File: src/rtl/muldiv_sequencer.sv
// Multi-cycle HI/LO multiply/divide unit: one shift-add or restoring-subtract step per clock.
// Optional signed MULT/DIV support is enabled by defining MULDIV_SIGNED_EN.
module muldiv_sequencer #(
  parameter int WIDTH = 32,
  parameter int CNT_W = 6
) (
  input  logic             Clk,
  input  logic             iReset,
  input  logic             iStart,
  input  logic [1:0]       iOp,
  input  logic [WIDTH-1:0] iA,
  input  logic [WIDTH-1:0] iB,
  input  logic             iWrHi,
  input  logic             iWrLo,
  input  logic [WIDTH-1:0] iWrData,
  output logic             oBusy,
  output logic             oDone,
  output logic             oDivZero,
  output logic [WIDTH-1:0] oHi,
  output logic [WIDTH-1:0] oLo
);

  typedef enum logic [1:0] {
    IDLE = 2'd0,
    RUN  = 2'd1,
    DONE = 2'd2
  } state_t;

  state_t           state_q;
  logic [CNT_W-1:0] cnt_q;
  logic             is_div_q;
  logic [WIDTH-1:0] b_q;
  logic [WIDTH-1:0] upper_q;
  logic [WIDTH-1:0] lower_q;
  logic [WIDTH-1:0] hi_q;
  logic [WIDTH-1:0] lo_q;
  logic             busy_q;
  logic             done_q;
  logic             divzero_q;

  logic [WIDTH:0]   sum_d;
  logic [WIDTH:0]   rem_sh_d;
  logic [WIDTH:0]   rem_sub_d;
  logic             ge_d;
  logic [WIDTH-1:0] upper_d;
  logic [WIDTH-1:0] lower_d;
  logic [WIDTH-1:0] hi_d;
  logic [WIDTH-1:0] lo_d;
  logic [WIDTH-1:0] a_lat_d;
  logic [WIDTH-1:0] b_lat_d;
  logic             last_d;

`ifdef MULDIV_SIGNED_EN
  logic             neg_res_q;
  logic             neg_rem_q;
  logic [WIDTH-1:0] a_orig_q;
  logic             a_neg_d;
  logic             b_neg_d;

  function automatic logic [WIDTH-1:0] neg_w(input logic [WIDTH-1:0] v);
    return -v;
  endfunction

  function automatic logic [2*WIDTH-1:0] neg_2w(input logic [2*WIDTH-1:0] v);
    return -v;
  endfunction

  // Signed operands run through the unsigned datapath as magnitudes.
  always_comb begin
    a_neg_d = iOp[1] & iA[WIDTH-1];
    b_neg_d = iOp[1] & iB[WIDTH-1];
    a_lat_d = a_neg_d ? neg_w(iA) : iA;
    b_lat_d = b_neg_d ? neg_w(iB) : iB;
  end
`else
  logic unused_op;
  assign unused_op = iOp[1];

  always_comb begin
    a_lat_d = iA;
    b_lat_d = iB;
  end
`endif

  // One iteration of either algorithm; lower_q holds multiplier or dividend/quotient.
  always_comb begin
    sum_d     = {1'b0, upper_q} + (lower_q[0] ? {1'b0, b_q} : {(WIDTH+1){1'b0}});
    rem_sh_d  = {upper_q, lower_q[WIDTH-1]};
    ge_d      = (rem_sh_d >= {1'b0, b_q});
    rem_sub_d = rem_sh_d - {1'b0, b_q};
    if (is_div_q) begin
      upper_d = ge_d ? rem_sub_d[WIDTH-1:0] : rem_sh_d[WIDTH-1:0];
      lower_d = {lower_q[WIDTH-2:0], ge_d};
    end else begin
      upper_d = sum_d[WIDTH:1];
      lower_d = {sum_d[0], lower_q[WIDTH-1:1]};
    end
    hi_d = upper_d;
    lo_d = lower_d;
`ifdef MULDIV_SIGNED_EN
    if (is_div_q) begin
      if (b_q == '0) begin
        hi_d = a_orig_q;
        lo_d = '1;
      end else begin
        hi_d = neg_rem_q ? neg_w(upper_d) : upper_d;
        lo_d = neg_res_q ? neg_w(lower_d) : lower_d;
      end
    end else if (neg_res_q) begin
      {hi_d, lo_d} = neg_2w({upper_d, lower_d});
    end
`endif
    last_d = (cnt_q == CNT_W'(WIDTH-1));
  end

  always_ff @(posedge Clk or posedge iReset) begin
    if (iReset) begin
      state_q   <= IDLE;
      cnt_q     <= '0;
      is_div_q  <= 1'b0;
      b_q       <= '0;
      upper_q   <= '0;
      lower_q   <= '0;
      hi_q      <= '0;
      lo_q      <= '0;
      busy_q    <= 1'b0;
      done_q    <= 1'b0;
      divzero_q <= 1'b0;
`ifdef MULDIV_SIGNED_EN
      neg_res_q <= 1'b0;
      neg_rem_q <= 1'b0;
      a_orig_q  <= '0;
`endif
    end else begin
      case (state_q)
        IDLE: begin
          done_q    <= 1'b0;
          divzero_q <= 1'b0;
          if (iStart) begin
            cnt_q    <= '0;
            is_div_q <= iOp[0];
            upper_q  <= '0;
            lower_q  <= a_lat_d;
            b_q      <= b_lat_d;
            busy_q   <= 1'b1;
            state_q  <= RUN;
`ifdef MULDIV_SIGNED_EN
            neg_res_q <= a_neg_d ^ b_neg_d;
            neg_rem_q <= a_neg_d;
            a_orig_q  <= iA;
`endif
          end else begin
            if (iWrHi) hi_q <= iWrData;
            if (iWrLo) lo_q <= iWrData;
          end
        end
        RUN: begin
          upper_q <= upper_d;
          lower_q <= lower_d;
          cnt_q   <= cnt_q + 1'b1;
          if (last_d) begin
            hi_q      <= hi_d;
            lo_q      <= lo_d;
            done_q    <= 1'b1;
            divzero_q <= is_div_q && (b_q == '0);
            state_q   <= DONE;
          end
        end
        DONE: begin
          done_q    <= 1'b0;
          divzero_q <= 1'b0;
          busy_q    <= 1'b0;
          state_q   <= IDLE;
        end
        default: begin
          busy_q  <= 1'b0;
          done_q  <= 1'b0;
          state_q <= IDLE;
        end
      endcase
    end
  end

  assign oBusy    = busy_q;
  assign oDone    = done_q;
  assign oDivZero = divzero_q;
  assign oHi      = hi_q;
  assign oLo      = lo_q;

endmodule

File: config.mk
export PLATFORM = sky130hd
export DESIGN_NAME = muldiv_sequencer
export DESIGN_NICKNAME = d
export VERILOG_FILES = /design/src/rtl/muldiv_sequencer.sv
export SDC_FILE = /design/constraint.sdc
export NUM_CORES = 1
export LEC_CHECK = 0
export ABC_AREA = 1
export CORE_ASPECT_RATIO = 0.6
export CORE_UTILIZATION = 45
export CTS_BUF_LIST = sky130_fd_sc_hd__clkbuf_4 sky130_fd_sc_hd__clkbuf_8
export DETAILED_ROUTE_END_ITERATION = 7
export PLACE_DENSITY_LB_ADDON = 0.1
export SLEW_MARGIN = 20
export SYNTH_ARGS = -nofsm -noshare
export SYNTH_HDL_FRONTEND = slang
export SYNTH_SLANG_ARGS = --single-unit
File: constraint.sdc
create_clock -name Clk -period 9.2 [get_ports Clk]
set_clock_uncertainty 0.2 [all_clocks]
set_input_delay 2.3 -clock Clk [delete_from_list [all_inputs] [get_ports Clk]]
set_output_delay 2.3 -clock Clk [all_outputs]
set_load 0.02 [all_outputs]
==> results by group, run 1 <==
Logic synthesis
  – Top_reg_cell synth: dfrtp_1
  – Synth Warn #: 0
  – Post-synth EDFFs: 0
  – Sequential share of the synthesized area: 0.331
  – Post-synthesis instance total: a little over 2,000
  – Ys async rst share: 1.00
  – Mapped Nets: ~2,200
  – Yosys reg bits: 172
  – Synthesized area: around 13,000 sq um
  – Synth cell types: 35
  – Mapped Avg Cell Area: 6.40 sq um

Power
  – Reg power frac: 0.215
  – Gate power share: 0.696
  – Switching pwr: 3.78 mW
  – Clock group share of total power: 0.089
  – Peak VDD IR: 0.149 mV
  – PwrDens: ~440 nW/um^2
  – Static leakage: 8.11 nW
  – Internal power: between 2 and 3 mW
  – Power Total: 6.70 mW
  – Sw Share: 0.564

Clock tree
  – Sink Count: approximately 170
  – Later-pin clock latency in the skew report: 0.50 ns
  – Post-CTS Setup Bufs: 0
  – Root buf cell: clkbuf_8
  – CTS tree: done
  – Total CTS buffers: 17
  – Resize count post-CTS: 0
  – Clock buffer depth: 2
  – H-tree levels: 4
  – Hold-fix buffers, CTS: 0
  – Clk pin slew, worst setup/hold paths: about 0.1 ns

Setup path
  – Crit start category: input pin
  – Max FO, Critical Path: 33
  – Worst EP arrival: slightly below 5 ns
  – Worst EP required: ~9.4 ns
  – Worst setup EP type: flip-flop
  – Crit path kind: input pin to flip-flop

Detailed routing
  – DRC: 0
  – Vias: roughly 14,000
  – Avg Vias per Cell: 5.45
  – Final WL: approximately 47 mm
  – Number of iterations in the first detailed-routing pass: 6
  – Drt wl/cell: about 19 um
  – Final ANT Viol Nets: 0
  – DRT iter0 DRCs: ~1,600

Placement
  – Placed insts: around 2,500
  – Final GP Congestion: approximately 1.0
  – DPL Wire Length: ~37 mm
  – Buffers on Ports: 168

Timing
  – F_max: approximately 210 MHz
  – Final setup viols: 0
  – Final Hold Viols: 0
  – Minimum clock period: 4.74 ns
  – Crit share post-route: 0.515
  – Slew margin rel.: 0.230
  – Setup TNS: 0 ns
  – Worst-Margin Slew: around 1.1 ns
  – Hold slack: between 0.2 and 0.3 ns
  – Unrepaired setup endpoints after global routing: no
  – Max-slew violation count: 0

Global routing
  – Met1 usage: 0.497
  – Initial antenna violation count: 0
  – Met3 Track Usage GR: 0.0818
  – Number of global-route vias before repair: about 13,000
  – First-pass GRT wire length: around 73 mm
  – Largest net degree at the start of global routing: about 110
  – Overall Global Routing Usage: 0.327
  – GRT Residual Overflow: 0
  – Met2 Resource Use GR: 0.458
  – Grt peak-use layer: met1

Floorplanning
  – Die Y: 134 um
  – Die area: 29,600 sq um
  – # IOs: 170
  – # rows: 47
  – Total core area: between 20,000 and 30,000 sq um
  – Horiz. Die Dim: ~220 um
  – Initial Util: 0.464

Job
  – Max-cap violations: 0

Final layout
  – Layout fillers: around 2,800
  – Layout area overhead: 18.3%
  – Nets: about 2,300
  – FF/Latch Area: around 4300 sq um
  – End-of-flow core utilization: 0.549
  – Commonest non-fill, non-tap cell in the layout: nand2_1
  – Multi-input logic area: around 7200 sq um
  – Share of cells above drive strength 1: 0.0304
  – Most frequent cells in the layout: nand2_1, inv_1, dfrtp_1
  – ANT cells: 0
  – Finished Layout Cells: 2,535

Worst hold path
  – Worst min path class: flip-flop to flip-flop

Outcome
  – Status: finished clean
==> area by class of cell <==
class	count	area share
sequential	172	0.280
timing repair buffer	181	0.116
clock inverter	12	0.0105
tap	367	0.0299
clock buffer	19	0.0170
inverter	316	0.0776
multi-input combinational	1468	0.469
==> power by group through the flow <==
stage	Combinational [mW]	Sequential [mW]	Clock (mW)
2_1_floorplan	2.96	1.49	0
3_3_place_gp	4.48	1.44	0
3_5_place_dp	4.55	1.44	0
4_1_cts	4.57	1.44	0.607
5_1_grt	5.18	1.48	0.636
6_report	4.66	1.44	0.598
==> metrics by stage <==
stage                     instance area [sq um]  setup WS [ns]
after floorplan                           13000           2.04
after global placement                    14900           4.46
after detailed placement                  14900           4.43
after CTS                                 15400           4.97
after global routing                      15400           4.33
final                                     15400           4.46
==> critical path, stage by stage <==
cell and delay [ns]:
clkdlybuf4s50_1 0.41, nor3_1 0.19, nand2_1 0.07, nand2_1 0.07, buf_4 0.37, clkinv_1 0.93
a21oi_1 0.44, a21oi_1 0.11
==> cells in the mapped netlist, types with 2 or more instances <==
cell type    n  share of area
a31oi_1     33          0.016
nand3b_1     9         0.0052
xor2_1      17          0.011
nor2_1     147          0.042
and2_1       2        0.00096
nor2_2       6         0.0029
nand2_2      3         0.0014
nor3_1      12         0.0046
o21bai_1     6         0.0035
buf_1       12         0.0035
o21ai_0    125          0.048
inv_1      315          0.091
clkbuf_1    52          0.015
nand4_1     50          0.024
buf_4        2         0.0012
a21oi_1    152          0.059
buf_2        8         0.0031
a22oi_1     31          0.018
fa_1         2         0.0031
nor4_1      10         0.0048
nand2_1    676           0.20
nor2_4       3         0.0026
ha_1        65          0.063
nand3_1    111          0.043
dfrtp_1    172           0.33
==> kinds of logic after synthesis <==
group,share of synthesized area
DFF,0.331
and+or+nand+nor,0.329
adders and majority gates,0.0657
buffers and inverters,0.115
AOI/OAI and AO/OA,0.148
xor gates and xnor gates,0.0115
==> routing by layer <==
metal / vias up / routed length, um
li1: 6761 / -
met1: 6478 / 23300
met2: 542 / 19000
met3: 37 / 4570
met4: 0 / 611
met5: - / 0
==> path summary, 6_finish.rpt <==
| kind | startpoint | endpoint | slack [ns] | depth (start not counted) |
|---|---|---|---|---|
| min in group asynchronous | iReset | oLo[7] | 2.19 | 2 |
| max reg2reg | b_q[25] | oHi[21] | 5.00 | 15 |
| max in group asynchronous | iReset | oHi[26] | 5.07 | 3 |
| max | iStart | oHi[20] | 4.46 | 8 |
| min | oDone | oDone | 0.29 | 2 |
| min reg2reg | oDone | oDone | 0.29 | 2 |
==> registers in the layout (all words and copies together) (netlist names) <==
name,count
b_q,32
lower_q,32
oHi,32
oLo,32
upper_q,32
cnt_q,6
state_q,2
is_div_q,1
oBusy,1
oDivZero,1
oDone,1
No activity file was read; power rests on OpenSTA's default activity.
==> run 2, diff against run 1 <==
Clock period 9.2 ns to 4.8 ns, I/O delays scaled along.
==> results by group, run 2 (synthesis results as in run 1) <==
Detailed routing
  – Final ANT Viol Nets: 0
  – DRT iter0 DRCs: ~1,500
  – Vias: between 10,000 and 15,000
  – Avg Vias per Cell: about 5.4
  – Drt wl/cell: approximately 19 um
  – Final WL: between 40 and 50 mm
  – DRC: 0
  – Number of iterations in the first detailed-routing pass: 6

Floorplanning
  – Die area: around 30,000 sq um
  – Total core area: between 20,000 and 30,000 sq um
  – # rows: 47
  – # IOs: 170
  – Initial Util: 0.464
  – Horiz. Die Dim: roughly 220 um
  – Die Y: approximately 130 um

Clock tree
  – Total CTS buffers: 17
  – Hold-fix buffers, CTS: 0
  – Post-CTS Setup Bufs: 0
  – Clock buffer depth: 2
  – Sink Count: 172
  – Resize count post-CTS: 0
  – CTS tree: done
  – H-tree levels: 4
  – Clk pin slew, worst setup/hold paths: about 0.09 ns
  – Root buf cell: clkbuf_8
  – Later-pin clock latency in the skew report: about 0.50 ns

Placement
  – Pre-CTS setup slack: around 1.4 ns
  – Final GP Congestion: around 1.1
  – Placed insts: approximately 2,500
  – DPL Wire Length: between 30 and 40 mm
  – Buffers on Ports: roughly 170

Final layout
  – End-of-flow core utilization: 0.550
  – Layout area overhead: 18.4%
  – Nets: 2,331
  – Commonest non-fill, non-tap cell in the layout: nand2_1
  – Finished Layout Cells: ~2,500
  – ANT cells: 0
  – Share of cells above drive strength 1: 0.0327
  – Most frequent cells in the layout: nand2_1, inv_1, dfrtp_1

Timing
  – Max-slew violation count: 0
  – Minimum clock period: roughly 3.6 ns
  – F_max: between 200 and 300 MHz
  – Final Hold Viols: 0
  – Unrepaired setup endpoints after global routing: no
  – Setup TNS: 0 ns
  – PnR worst setup slack: approximately 1.2 ns
  – Final setup viols: 0
  – Crit share post-route: 0.750
  – Slew margin rel.: 0.310
  – Worst-Margin Slew: 1.03 ns

Outcome
  – Status: finished clean

Job
  – Max-cap violations: 0

Setup path
  – Most frequent CP cell: a21oi_1
  – Critical path, cell by cell: nor2_2 > buf_4 > clkinv_2 > nor2_1 > inv_1 > nand2_1 > clkinv_1 > a21oi_1 > a21oi_1
  – Max FO, Critical Path: 39
  – CP max-delay cell: clkinv_1
  – Worst EP required: between 4 and 5 ns
  – Max incr delay on CP: just under 0.8 ns
  – Crit start category: flip-flop
  – Worst EP arrival: around 3.8 ns
  – Crit path kind: flip-flop to flip-flop
  – Worst setup EP type: flip-flop

Global routing
  – GRT Residual Overflow: 0
  – Overall Global Routing Usage: 0.324
  – Number of global-route vias before repair: roughly 13,000
  – Largest net degree at the start of global routing: roughly 110
  – First-pass GRT wire length: approximately 73 mm
  – Initial antenna violation count: 0

Power
  – PwrDens: between 800 and 900 nW/um^2
  – Static leakage: just over 8 nW
  – Peak VDD IR: between 0.3 and 0.4 mV

Worst hold path
  – Worst min path class: flip-flop to flip-flop
## run 2: cell types whose count changed in the layout (fill, tap and decap cells not counted), sizes merged
cell      previous run  this run
bufinv               3         0
clkbuf              19        23
clkinv               6         5
buf                 13        18
inv                317       315
clkinvlp             2         4
## run 2: power by group
part	internal (mW)	switching, mW	leakage (nW)
Clock	0.416	0.581	0.179
Combinational	2.93	5.98	5.94
Sequential	2.17	0.625	1.99
## run 2: routing by layer
| metal | wire length [um] | global-route usage | vias up |
|---|---|---|---|
| met1 | 23800 | 0.492 | 6406 |
| met3 | 4150 | 0.0798 | 49 |
| met2 | 18500 | 0.453 | 500 |
| met5 | 71 | 0.0177 | - |
| met4 | 679 | 0.0707 | 2 |
| li1 | - | - | 6782 |
## run 2: critical path: cells and delay by family (launching register included)
family / cells / cell delay (ns)
buf+inv: 4 / 1.78
compound gates: 2 / 0.59
simple gates: 3 / 0.46
flops: 1 / 0.43
## run 2: cell type report
type	count	area, sq um
Fill cell	2899	12600
Multi-Input combinational cell	1468	7210
Sequential cell	172	4300
Timing Repair Buffer	186	1870
Inverter	316	1190
Tap cell	367	459
Clock buffer	23	298
Clock inverter	8	58.8
## run 2: worst paths after layout
kind                             from         end  slack, ns  cells after the start
setup / recovery           state_q[1]      oHi[4]       1.20                      9
hold / removal                  oDone       oDone       0.30                      2
setup reg to reg           state_q[1]      oHi[4]       1.20                      9
hold reg to reg                 oDone       oDone       0.30                      2
max in group asynchronous      iReset     oLo[15]       2.64                      3
min in group asynchronous      iReset  lower_q[7]       0.95                      2
## run 2: metrics by stage
stage	total power, mW	hold WS [ns]	cell area [sq um]
after floorplan	8.53	0.282	13000
after global placement	11.4	0.270	15000
after detailed placement	11.5	0.281	15000
after CTS	12.5	0.306	15400
after global routing	13.8	0.330	15400
final	12.7	0.298	15400
==> run 3, diff against run 2 <==
Clock period 4.8 ns to 3.3 ns, I/O delays scaled along.
==> results by group, run 3 (synthesis results as in run 1) <==
Detailed routing
  – DRC: 0
  – Drt wl/cell: around 19 um
  – Avg Vias per Cell: 5.42
  – Number of iterations in the first detailed-routing pass: 5
  – Final WL: roughly 47 mm
  – Vias: 13,800
  – Final ANT Viol Nets: 0
  – DRT iter0 DRCs: around 1,700

Power
  – Static leakage: 8.24 nW
  – Clock group share of total power: 0.097
  – Internal power: 8.43 mW
  – Gate power share: 0.691
  – Power Total: between 15 and 20 mW
  – PwrDens: 1210 nW/um^2
  – Sw Share: 0.554
  – Peak VDD IR: about 0.49 mV
  – Switching pwr: ~10 mW
  – Reg power frac: 0.212

Final layout
  – Most frequent cells in the layout: nand2_1, inv_1, dfrtp_1
  – Share of cells above drive strength 1: 0.0371
  – End-of-flow core utilization: 0.558
  – Layout area overhead: 20.3%
  – ANT cells: 0
  – Post-route cell area: between 15,000 and 20,000 sq um
  – Finished Layout Cells: between 2,000 and 3,000
  – Layout fillers: around 2,900
  – Commonest non-fill, non-tap cell in the layout: nand2_1
  – Nets: 2,340

Setup path
  – Worst reg2reg endpoint: oHi[27]
  – Crit path kind: flip-flop to flip-flop
  – Crit start category: flip-flop
  – Max FO, Critical Path: 31
  – Worst r2r src: lower_q[0]
  – R2r setup slk: just under 0.2 ns
  – Crit path launch: lower_q[0]
  – R2R cell count: 14
  – Worst EP arrival: approximately 3.3 ns
  – Worst EP required: approximately 3.5 ns
  – Worst setup EP type: flip-flop

Clock tree
  – Later-pin clock latency in the skew report: about 0.5 ns
  – Total CTS buffers: 17
  – Clock buffer depth: 2
  – Post-CTS Setup Bufs: 0
  – Root buf cell: clkbuf_8
  – CTS tree: done
  – Sink Count: roughly 170
  – H-tree levels: 4
  – Clk pin slew, worst setup/hold paths: roughly 0.10 ns

Timing
  – Final setup viols: 0
  – Max-slew violation count: 0
  – Unrepaired setup endpoints after global routing: no
  – Worst-Margin Slew: around 0.97 ns
  – Crit share post-route: 0.942
  – Final Hold Viols: 0
  – Slew margin rel.: 0.345
  – Minimum clock period: between 3 and 4 ns
  – F_max: 322 MHz
  – Setup TNS: 0 ns

Floorplanning
  – Die Y: ~130 um
  – Horiz. Die Dim: between 200 and 250 um
  – Total core area: 28,000 sq um
  – # IOs: 170
  – Die area: about 30,000 sq um
  – # rows: 47
  – Initial Util: 0.464

Placement
  – Placed insts: 2,518
  – Final GP Congestion: between 1 and 1.5
  – Buffers on Ports: 168
  – DPL Wire Length: around 38 mm
  – Dpl cell area: 15,100 sq um

Global routing
  – Initial antenna violation count: 1
  – Largest net degree at the start of global routing: 96
  – Overall Global Routing Usage: 0.325
  – First-pass GRT wire length: around 73 mm
  – Number of global-route vias before repair: between 10,000 and 15,000
  – GRT Residual Overflow: 0

Outcome
  – Status: finished clean

Worst hold path
  – Worst hold path endpoint: oDone
  – Hold Path Cell Cnt: 2
  – Hold_sp: oDone
  – Worst min path class: flip-flop to flip-flop

Job
  – Max-cap violations: 0
==> run 3: power by group through the flow <==
stage          clock network [mW]  logic, mW  registers (mW)
6_report                     1.83       13.1            4.00
5_1_grt                      1.94       14.5            4.11
4_1_cts                      1.86       12.8            3.99
3_5_place_dp                    0       12.8            4.02
3_3_place_gp                    0       12.6            4.02
2_1_floorplan                   0       8.26            4.16
==> run 3: through the flow <==
stage	setup WS [ns]	hold slack, ns
2_1_floorplan	0.0783	0.282
3_3_place_gp	0.231	0.275
3_5_place_dp	0.197	0.285
4_1_cts	0.157	0.311
5_1_grt	0.0386	0.342
6_report	0.193	0.304
==> run 3: cell type report <==
class | instances | area, sq um | share of cell area
Inverter | 316 | 1190 | 0.0762
Multi-Input combinational cell | 1468 | 7210 | 0.461
Sequential cell | 172 | 4300 | 0.275
Clock inverter | 14 | 231 | 0.0148
Clock buffer | 18 | 248 | 0.0159
Timing Repair Buffer | 195 | 1980 | 0.127
Tap cell | 367 | 459 | 0.0294
==> run 3: worst max-delay path, cell delays in order, from the launching register on <==
cell	delay (ns)
dfrtp_1	0.45
buf_12	0.19
nand2_1	0.10
inv_1	0.04
ha_1	0.44
nand2_1	0.16
nor2_1	0.29
nand2_1	0.16
nor4_1	0.21
nand2_1	0.23
nand3_1	0.14
nand3_1	0.08
nand3_1	0.09
nand2_1	0.07
a21oi_1	0.14
==> run 3: worst max-delay path by stage <==
stage	to	cells past startpoint
finish	oHi[27]	14
global route	oHi[23]	14
CTS	oHi[27]	14
detailed placement	oHi[27]	14
global placement	oHi[27]	14
floorplan	b_q[0]	1
==> run 3: routing by layer <==
metal	up-vias	part of all wire	routed length (um)	global-route usage
met2	587	0.39	18600	0.446
li1	6794	-	-	-
met3	52	0.10	4850	0.103
met1	6390	0.49	23000	0.487
met5	-	0	0	0
met4	0	0.017	784	0.0723
==> run 3: repair_timing <==
action,4_1_cts,5_1_grt
resized for setup,0,1
endpoints found under the setup margin,0,10
hold buffers,0,0
